[config.mk]
export PLATFORM = sky130hd
export DESIGN_NAME = multi_channel_rate_counter
export DESIGN_NICKNAME = d
export VERILOG_FILES = /design/src/rtl/multi_channel_rate_counter.sv
export SDC_FILE = /design/constraint.sdc
export NUM_CORES = 1
export LEC_CHECK = 0
export BUFFER_PORTS_ARGS = -buffer_cell sky130_fd_sc_hd__buf_2
export CAP_MARGIN = 0
export CORE_MARGIN = 1
export CORE_UTILIZATION = 44
export CTS_BUF_LIST = sky130_fd_sc_hd__clkbuf_8
export DETAILED_ROUTE_END_ITERATION = 16
export PLACE_DENSITY = 0.63
export RECOVER_POWER = 25
export SETUP_SLACK_MARGIN = 0.1
export SYNTH_ARGS = -nofsm -noshare
export SYNTH_HDL_FRONTEND = slang
export SYNTH_SLANG_ARGS = --single-unit
export TNS_END_PERCENT = 100
[constraint.sdc]
create_clock -name Clk -period 4.56 [get_ports Clk]
set_clock_uncertainty 0.05 [all_clocks]
set_input_delay 0.684 -clock Clk [delete_from_list [all_inputs] [get_ports Clk]]
set_output_delay 0.684 -clock Clk [all_outputs]
set_load 0.05 [all_outputs]
[src/rtl/multi_channel_rate_counter.sv]
// Multi-channel pulse rate counter: per-channel synchronised edge counting
// over a shared programmable gate window, with saturating accumulators.
module multi_channel_rate_counter #(
    parameter int CHANNELS    = 4,
    parameter int CNT_W       = 32,
    parameter int CLK_RATE    = 50000000,
    parameter int SYNC_STAGES = 2
) (
    input  logic                      Clk,
    input  logic                      nReset,
    input  logic                      Enable,
    input  logic [1:0]                EdgeSel,
    input  logic [31:0]               GateCycles,
    input  logic [CHANNELS-1:0]       Pulse,
    output logic [CHANNELS*CNT_W-1:0] Rate,
    output logic [CHANNELS-1:0]       Overflow,
    output logic                      RateValid
);

    localparam int          SW       = $clog2(SYNC_STAGES + 2);
    localparam logic [SW-1:0] SUP_INIT = SW'(SYNC_STAGES + 1);
    localparam logic [31:0] CLK_G    = 32'(CLK_RATE);

    logic [SYNC_STAGES-1:0][CHANNELS-1:0] sync_q;
    logic [CHANNELS-1:0]                  hist_q;
    logic [SW-1:0]                        sup_q, sup_d;
    logic [31:0]                          cnt_q, cnt_d;
    logic [31:0]                          g_q, g_d;
    logic [CHANNELS-1:0][CNT_W-1:0]       acc_q, acc_d, acc_n;
    logic [CHANNELS-1:0]                  sat_q, sat_d, sat_n;
    logic [CHANNELS-1:0][CNT_W-1:0]       rate_q, rate_d;
    logic [CHANNELS-1:0]                  ovf_q, ovf_d;
    logic                                 valid_q, valid_d;

    logic [CHANNELS-1:0] synced, rise, fall, evt_raw, evt;
    logic [31:0]         gate_now, g_eff;
    logic                terminal, det_en;

    always_comb begin
        synced   = sync_q[SYNC_STAGES-1];
        rise     = synced & ~hist_q;
        fall     = ~synced & hist_q;
        evt_raw  = rise;
        unique case (EdgeSel)
            2'b01:   evt_raw = fall;
            2'b10:   evt_raw = rise | fall;
            default: evt_raw = rise;
        endcase
        det_en   = Enable && (sup_q == '0);
        evt      = det_en ? evt_raw : '0;
        // The window length is only sampled on its first cycle.
        gate_now = (GateCycles == '0) ? CLK_G : GateCycles;
        g_eff    = (cnt_q == '0) ? gate_now : g_q;
        terminal = Enable && (cnt_q == g_eff - 32'd1);
    end

    always_comb begin
        acc_n = acc_q;
        sat_n = sat_q;
        for (int i = 0; i < CHANNELS; i++) begin
            if (evt[i]) begin
                if (&acc_q[i]) begin
                    sat_n[i] = 1'b1;
                end else begin
                    acc_n[i] = acc_q[i] + CNT_W'(1);
                end
            end
        end
    end

    always_comb begin
        cnt_d   = cnt_q + 32'd1;
        acc_d   = acc_n;
        sat_d   = sat_n;
        rate_d  = rate_q;
        ovf_d   = ovf_q;
        valid_d = 1'b0;
        g_d     = (cnt_q == '0) ? gate_now : g_q;
        sup_d   = (sup_q != '0) ? sup_q - SW'(1) : sup_q;
        if (!Enable) begin
            cnt_d = '0;
            acc_d = '0;
            sat_d = '0;
            sup_d = SUP_INIT;
        end else if (terminal) begin
            cnt_d   = '0;
            acc_d   = '0;
            sat_d   = '0;
            rate_d  = acc_n;
            ovf_d   = sat_n;
            valid_d = 1'b1;
        end
    end

    always_ff @(posedge Clk or negedge nReset) begin
        if (!nReset) begin
            sync_q  <= '0;
            hist_q  <= '0;
            sup_q   <= SUP_INIT;
            cnt_q   <= '0;
            g_q     <= '0;
            acc_q   <= '0;
            sat_q   <= '0;
            rate_q  <= '0;
            ovf_q   <= '0;
            valid_q <= 1'b0;
        end else begin
            sync_q  <= {sync_q[SYNC_STAGES-2:0], Pulse};
            hist_q  <= synced;
            sup_q   <= sup_d;
            cnt_q   <= cnt_d;
            g_q     <= g_d;
            acc_q   <= acc_d;
            sat_q   <= sat_d;
            rate_q  <= rate_d;
            ovf_q   <= ovf_d;
            valid_q <= valid_d;
        end
    end

    assign Rate      = rate_q;
    assign Overflow  = ovf_q;
    assign RateValid = valid_q;

endmodule

==> results of run 1 <==
## what timing repair did
| item | in CTS | in global routing |
|---|---|---|
| buffers inserted | 2 | 13 |
| pin swaps | 1 | 13 |
| endpoints found under the setup margin | 78 | 292 |
| gates resized for setup | 3 | 28 |
| gates cloned | 1 | 5 |
## kinds of logic after synthesis
group           synth area share
simple gates               0.208
flops                      0.482
buf+inv                   0.0675
xor+xnor                   0.100
mux                       0.0871
compound gates            0.0429
fa+ha+maj                 0.0126
## cell usage in the layout (no fill, tap or decap), types with 5 or more instances in the layout
master,instances
sky130_fd_sc_hd__nor3_1,32
sky130_fd_sc_hd__a21oi_1,17
sky130_fd_sc_hd__xor2_1,112
sky130_fd_sc_hd__xnor2_1,82
sky130_fd_sc_hd__nor2b_1,8
sky130_fd_sc_hd__inv_1,181
sky130_fd_sc_hd__a2bb2oi_1,6
sky130_fd_sc_hd__clkbuf_16,5
sky130_fd_sc_hd__a31oi_1,11
sky130_fd_sc_hd__nand3_1,53
sky130_fd_sc_hd__and3_1,43
sky130_fd_sc_hd__and4_1,18
sky130_fd_sc_hd__nand4_1,42
sky130_fd_sc_hd__o211ai_1,5
sky130_fd_sc_hd__or3_1,11
sky130_fd_sc_hd__nor4_4,5
sky130_fd_sc_hd__or2_2,11
sky130_fd_sc_hd__buf_12,14
sky130_fd_sc_hd__o2111ai_1,6
sky130_fd_sc_hd__nor2_1,57
sky130_fd_sc_hd__a211oi_1,9
sky130_fd_sc_hd__buf_2,170
sky130_fd_sc_hd__buf_4,100
sky130_fd_sc_hd__nor4_1,29
sky130_fd_sc_hd__clkbuf_8,75
sky130_fd_sc_hd__and2_1,13
sky130_fd_sc_hd__nand2_1,87
sky130_fd_sc_hd__ha_1,16
sky130_fd_sc_hd__nor3b_1,161
sky130_fd_sc_hd__dfrtp_1,341
sky130_fd_sc_hd__mux2_2,9
sky130_fd_sc_hd__clkinv_2,13
sky130_fd_sc_hd__mux2i_1,139
## power groups by stage
stage                     sequential (mW)  clock (mW)  combinational (mW)
after global placement               3.22           0               0.729
final                                3.18        2.94               0.770
after detailed placement             3.23           0               0.740
after global routing                 3.18        3.18               0.842
after CTS                            3.17        3.03               0.752
after floorplan                      3.21           0               0.467
## routing by layer
layer  share of wire  vias up
met1            0.46     6516
met5         0.00030        -
met2            0.46      318
met4           0.022        2
met3           0.053       76
li1                -     6309
## state kept, by name (all words and copies together), names as in the netlist
| name | cells |
|---|---|
| sync_q | 4 |
| hist_q | 4 |
| RateValid | 1 |
| sat_q | 4 |
| Overflow | 4 |
| Rate | 128 |
| acc_q | 128 |
| g_q | 32 |
| cnt_q | 32 |
| sup_q | 2 |
| synced | 4 |
## final timing paths
kind | cells after the start | start | end | slack [ps]
max in group asynchronous | 2 | nReset | acc_q[101] | 890
min in group asynchronous | 1 | nReset | acc_q[46] | 870
setup reg to reg | 17 | cnt_q[24] | Rate[120] | 150
hold / removal | 1 | Pulse[2] | sync_q[2] | 80
hold reg to reg | 0 | sync_q[1] | synced[1] | 290
setup / recovery | 17 | cnt_q[24] | Rate[120] | 150
## through the flow
stage | cell area (sq um) | std cells | hold WS (ps) | utilization
6_report | 21500 | 2520 | 84.6 | 0.540
5_1_grt | 21500 | 2518 | 38.5 | 0.540
4_1_cts | 21200 | 2500 | 24.3 | 0.532
3_5_place_dp | 19900 | 2389 | 286 | 0.499
3_3_place_gp | 19900 | 2389 | 283 | 0.499
2_1_floorplan | 17900 | 1660 | 281 | -
## critical path, cell delays in order (launching register included)
cell and delay [ps]:
sky130_fd_sc_hd__dfrtp_1 380, sky130_fd_sc_hd__nor4_2 360, sky130_fd_sc_hd__and4_4 320, sky130_fd_sc_hd__nand2_4 80, sky130_fd_sc_hd__mux2i_4 170, sky130_fd_sc_hd__ha_2 230, sky130_fd_sc_hd__inv_4 60, sky130_fd_sc_hd__nor3_4 120
sky130_fd_sc_hd__and4_4 250, sky130_fd_sc_hd__nor2_2 50, sky130_fd_sc_hd__or4_4 550, sky130_fd_sc_hd__nor4_4 330, sky130_fd_sc_hd__o22ai_2 130, sky130_fd_sc_hd__a2111oi_4 320, sky130_fd_sc_hd__and4_4 340, sky130_fd_sc_hd__buf_12 190
sky130_fd_sc_hd__buf_12 180, sky130_fd_sc_hd__mux2i_1 200
## final cells by class
| cell class | instances | share of cell area |
|---|---|---|
| Clock buffer | 75 | 0.0480 |
| Clock inverter | 33 | 0.0107 |
| Antenna cell | 2 | 0.000233 |
| Inverter | 169 | 0.0296 |
| Tap cell | 525 | 0.0305 |
| Sequential cell | 343 | 0.399 |
| Timing Repair Buffer | 302 | 0.101 |
| Multi-Input combinational cell | 1071 | 0.381 |
==> run summary, run 1 <==
The flow ran to the end, but the final reports show violations. The checks that failed: max-capacitance violations, max-slew violations. The share of the synthesized area in the top cell type was 0.479. STA classifies the critical path endpoint as a flip-flop. For the core region area, the log shows 39,800 sq um. The initial DRC count was 632; the async set-reset flop share out of synthesis was 1.00. The via count of the first global-routing pass was 13,400; the fraction of layout cells with a size suffix above 1 was 0.230. The path class of the tightest hold or removal check is in2reg. After synthesis, the mean cell area works out to 10.7 sq um. The multi-input combinational cells in the finished layout cover a total of 8190 sq um. The number of hold-slack violations in the final timing report came out at 0. The run gives 1,719 as the number of nets in the synthesized netlist. The register share of total power was 0.461; the total number of H-tree levels was 2. Cell accounting for the most synthesized area: sky130_fd_sc_hd__dfrtp_1.

The first global-routing pass estimated 70,000 um of wire. In this run the power spent charging and discharging nets is 1.79 mW. The placer's final routability congestion estimate came out at 0.924. The tools report the clock share of power as 0.427. In the routed design, unresolved DRC markers number 0. The routed design could run at a clock period as short as 4410 ps.

For the count of antenna-violating nets left after detailed routing, the log shows 0. The met3 demand-to-capacity share in global routing is 0.0459. The design draws 6.89 mW.

The most instantiated library cell after synthesis was sky130_fd_sc_hd__dfrtp_1. The clock sink total is 343. The commonest cells after synthesis are sky130_fd_sc_hd__dfrtp_1, sky130_fd_sc_hd__inv_1, sky130_fd_sc_hd__nor3b_1, sky130_fd_sc_hd__mux2i_1, sky130_fd_sc_hd__xor2_1. Synthesis instantiated 74 different standard cells from the library.

The required time of the worst setup path came out at 5060 ps. In the post-synthesis netlist, the biggest area contributors are sky130_fd_sc_hd__dfrtp_1, sky130_fd_sc_hd__mux2i_1, sky130_fd_sc_hd__nor3b_1. The sequential share of the synthesized area is 0.482. The proportion of total power due to net switching came out at 0.260. The site row count is 73, and the CTS clock-pin slew for the worst setup and hold paths is 60 ps.

The root buffer cell chosen for the clock tree is sky130_fd_sc_hd__clkbuf_8. The initial core utilization was 0.448. Hold repair after CTS inserted 0 buffers. The post-route worst setup slack was 146 ps; the detailed-router iteration count before antenna repair was 5. The logs give 115 for the largest net degree at the start of global routing and 0.292 for the met1 layer usage reported by global route. The number of max-cap violations came out at 1.

The count of input and output buffers was 173; the post-synthesis to final-layout area growth was 20.6%. Setup repair after global routing could not meet its margin everywhere. In the final routed layout, each cell accounts on average for 17.1 um. The largest voltage drop on the vdd net is 0.195 mV, and the maximum clock frequency is 0.227 GHz.

The die is 203 um tall. TritonCTS built the clock tree. During synthesis, Yosys emitted a total of 0 warnings. The via count was 13,200. The die covers 41,300 sq um.

The internal power of the cells totals 5.10 mW. At the end of the flow, the number of nets in the layout was 2,004. For the pin with the worst max-slew slack, the measured transition is 2860 ps. The final wirelength came out at 43,200 um. In this run the count of I/O pins placed on the die edge is 174. The mapped netlist covers 17,800 sq um. Before CTS, the worst setup slack after placement is -233 ps.

Number of antenna violations at the first check in global routing: 3. The global-route met2 utilization came out at 0.327. The critical path class was reg2reg. The number of fillers in the final layout was 3,599; the largest buffer count on any clock path was 3. The layer flagged by global routing as most heavily used is met2. Top flip-flop cell by instance count after synthesis: sky130_fd_sc_hd__dfrtp_1. The synthesized design contains 343 register bits. For the aggregate global-route resource usage, the log shows 0.210. The number of max-slew violations in the final report came out at 115.

The final total negative setup slack was 0 ps; the CTS buffer count was 58. At the later pin of the worst-skew pair, clock insertion delay measures 660 ps. In this run the power density over the cells is 320 nW/um^2. After global routing the overflow that remains totals 0. Detailed placement ended at an HPWL of 30,200 um. The worst max-slew margin expressed relative to the limit was -0.908.

The number of enable flip-flop cells after synthesis is 0. The via count normalized by instance count is 5.25. In this run the static leakage power is 9.43 nW. Relative contribution of combinational cells to total power: 0.112. In this run the worst path has a maximum fanout of 16. Setup violations remaining at the end of the flow were counted as 0. The tools report the critical path startpoint category as a flip-flop. Across the whole layout, storage elements account for 8590 sq um. STA puts the critical path data arrival time at 4920 ps.

The die width is 203 um. The share of the clock period used by the worst path after layout is 0.968, and the synthesized netlist cell count is 1,660.
No activity file was read; power rests on OpenSTA's default activity.
==> run 2: changes to the inputs <==
- PLACE_DENSITY: 0.63 -> not set
- PLACE_DENSITY_LB_ADDON: not set -> 0.2
==> run summary, run 2 (same netlist as run 1, synthesis figures left out) <==
The flow ran to the end, but the final reports show violations. The checks that failed: max-capacitance violations, max-slew violations. The final hold slack was 96.5 ps (+11.9 ps); the total number of H-tree levels was 2 (unchanged). The HPWL after detailed placement was 30,300 um (+0.29%).

STA classifies the critical path startpoint as a flip-flop. Multi-input logic area: 8580 sq um (+4.8%). The internal power was 5.10 mW (about the same); the largest driver fanout on the critical path was 13 (-3).

The register-to-register setup slack was 50 ps (-100 ps). The per-cell routed wire length works out to 17.9 um (+4.5%). The tools report the startpoint of the worst-slack reg-to-reg timing path as cnt_q[0]. The core region area was 39,800 sq um (unchanged); the largest voltage drop on the vdd net was 0.209 mV (+7.4%). The initial DRC count was 650 (+2.8%); the count of input and output buffers was 173 (unchanged). Largest buffer count on any clock path: 3 (unchanged). The endpoint of the worst hold-timing path is sync_q[3]. The tools report the maximum clock frequency as 0.222 GHz (-2.2%).

The proportion of total power due to net switching came out at 0.262 (+0.00279). The run gives 5070 ps (about the same) as the required time of the worst setup path. The placer's final routability congestion estimate was 0.867 (-6.2%); the transition time at the pin with the least slew margin was 2400 ps (-464 ps). The residual DRC count came out at 0 (unchanged). The leading cell type in the layout, fill and taps excluded is sky130_fd_sc_hd__dfrtp_1. The number of top-level pins is 174 (unchanged), and the aggregate global-route resource usage is 0.214 (+0.00439). The run gives -90.8 ps (+143 ps) as the post-place setup slack. The data arrival at the endpoint of the critical path is 5020 ps (+100 ps), and the fraction of layout cells with a size suffix above 1 is 0.279 (+0.0488). The tools report the total setup violations reported at the end of the flow as 0 (unchanged). TritonCTS built the clock tree. The worst max-slew margin expressed relative to the limit was -0.598 (+0.310); the via count normalized by instance count was 5.26 (+0.23%). The tools report the via count as 13,500 (+1.9%). The launch instance of the worst min-delay path was Pulse[3].

The number of max-slew violations in the final report is 91 (-21%), and the global-route congestion overflow total is 0 (unchanged). The logs give 650 ps (about the same) for the later-pin clock latency in the skew report and 0.117 (+0.005) for the relative contribution of combinational cells to total power. The largest net degree at the start of global routing was 92 (-20%); the cell depth of the worst min-delay path was 1 (unchanged). Setup repair after global routing could not meet its margin everywhere. Flip-flop and latch area: 8590 sq um (unchanged). The initial core utilization was 0.448 (unchanged). The number of max-cap violations came out at 1 (unchanged). The share of the clock period used by the worst path after layout works out to 0.990 (+0.0216). Clock tree synthesis selected as its root buffer the cell sky130_fd_sc_hd__clkbuf_8. The worst setup path is of the reg2reg kind. Power density relative to cell area: 306 nW/um^2 (-4.4%). The min-delay analysis places its worst path in the category in2reg. The y dimension of the die is 203 um (unchanged), and the leakage power is 9.86 nW (+4.6%). Worst reg2reg path endpoint: Rate[16].

The net switching component of the power was 1.81 mW (+1.4%). Leaving out fill and tap cells, the most frequent cells in the layout are sky130_fd_sc_hd__dfrtp_1, sky130_fd_sc_hd__inv_1, sky130_fd_sc_hd__buf_2, sky130_fd_sc_hd__mux2i_1, sky130_fd_sc_hd__xor2_1. The register share of total power was 0.460 (about the same). The via count of the first global-routing pass is 13,600 (+1.3%). The die width came out at 203 um (unchanged). The final critical-path required period works out to 4510 ps (+98.7 ps).

The run gives 73 (unchanged) as the site row count. Origin of the worst setup path: cnt_q[0]. The number of antenna violations at the first check in global routing was 3 (unchanged); the depth of the worst register-to-register path was 20 (+3).

The endpoint type of the worst setup path is a flip-flop. For the global-route wire length before repair, the log shows 71,400 um (+2.0%). The post-route worst setup slack was 46.9 ps (-98.7 ps). The number of fillers in the final layout is 3,518 (-2.3%).

The number of hold-slack violations in the final timing report was 0 (unchanged); the count of antenna-violating nets left after detailed routing was 0 (unchanged). The detailed-router iteration count before antenna repair was 5 (unchanged); the post-synthesis to final-layout area growth was 26.5%. The CTS clock-pin slew for the worst setup and hold paths is 60 ps (about the same), and the clock share of power is 0.424 (-0.003). Full die area: 41,300 sq um (unchanged). The tools report the utilization of the core after routing as 0.567 (+0.0264). The run gives 343 (unchanged) as the clock sink total. The final net count was 2,049 (+2.2%). The logs give 61 (+5.2%) for the CTS buffer count and 45,900 um (+6.2%) for the final wirelength.
## run 2: cell types whose count changed in the layout (fill, tap and decap cells not counted), moves of 4 or more
cell,before,now
sky130_fd_sc_hd__buf_6,4,13
sky130_fd_sc_hd__nor3b_4,0,6
sky130_fd_sc_hd__nor3b_2,0,64
sky130_fd_sc_hd__nor3b_1,161,91
sky130_fd_sc_hd__clkbuf_16,5,15
sky130_fd_sc_hd__inv_1,181,185
sky130_fd_sc_hd__buf_8,1,8
sky130_fd_sc_hd__buf_4,100,111
sky130_fd_sc_hd__buf_12,14,18
sky130_fd_sc_hd__clkinv_2,13,8
## run 2: power by group through the flow
stage	Sequential, mW	Clock, mW	Combinational, mW
4_1_cts	3.17	3.02	0.773
3_3_place_gp	3.22	0	0.738
6_report	3.18	2.93	0.805
5_1_grt	3.18	3.15	0.873
3_5_place_dp	3.23	0	0.744
2_1_floorplan	3.21	0	0.467
## run 2: metrics by stage
| stage | power (mW) | std cells | setup TNS [ps] | area (sq um) |
|---|---|---|---|---|
| floorplan | 3.68 | 1660 | 0 | 17900 |
| global placement | 3.96 | 2391 | -5000 | 19900 |
| detailed placement | 3.97 | 2391 | -3960 | 19900 |
| CTS | 6.97 | 2511 | 0 | 21300 |
| global route | 7.21 | 2562 | -26440 | 22600 |
| finish | 6.91 | 2562 | 0 | 22600 |
## run 2: area by class of cell
| cell class | instances | area share |
|---|---|---|
| timing repair buffer | 344 | 0.126 |
| sequential | 343 | 0.381 |
| inverter | 169 | 0.0282 |
| tap | 525 | 0.0291 |
| clock buffer | 77 | 0.0470 |
| multi-input combinational | 1071 | 0.380 |
| clock inverter | 31 | 0.00871 |
| antenna | 2 | 0.000222 |
## run 2: worst max-delay path by stage
stage,to,slack [ps],cells after the start
floorplan,Rate[40],120,23
global placement,Rate[104],-60,13
detailed placement,Rate[21],-90,13
CTS,Rate[16],90,19
global route,Rate[98],-180,21
finish,Rate[16],50,20
## run 2: metal layers
metal	track usage	routed length, um	vias to the layer above
li1	-	-	6397
met1	0.302	21100	6684
met2	0.333	21700	321
met3	0.0374	2120	68
met4	0.0733	986	2
met5	0	13	-
## run 2: worst max-delay path, cell delays in order (launching register included)
cell,delay [ps]
sky130_fd_sc_hd__dfrtp_1,390
sky130_fd_sc_hd__inv_2,80
sky130_fd_sc_hd__ha_4,120
sky130_fd_sc_hd__nor4b_4,200
sky130_fd_sc_hd__and4_4,270
sky130_fd_sc_hd__nand2_4,80
sky130_fd_sc_hd__mux2i_2,240
sky130_fd_sc_hd__ha_2,270
sky130_fd_sc_hd__inv_4,60
sky130_fd_sc_hd__nor3_4,130
sky130_fd_sc_hd__and4_4,270
sky130_fd_sc_hd__nor2_4,50
sky130_fd_sc_hd__or4_4,510
sky130_fd_sc_hd__nor4_4,280
sky130_fd_sc_hd__o22ai_2,110
sky130_fd_sc_hd__a2111oi_2,290
sky130_fd_sc_hd__and4_4,360
sky130_fd_sc_hd__buf_12,150
sky130_fd_sc_hd__buf_12,140
sky130_fd_sc_hd__buf_12,160
sky130_fd_sc_hd__mux2i_1,220
## run 2: repair_timing
action,CTS,global route
hold endpoints to repair,2,0
buffers inserted,10,31
hold buffers,1,0
pin swaps,2,15
setup endpoints to repair,94,296
cloned,1,19
gates resized for setup,4,137
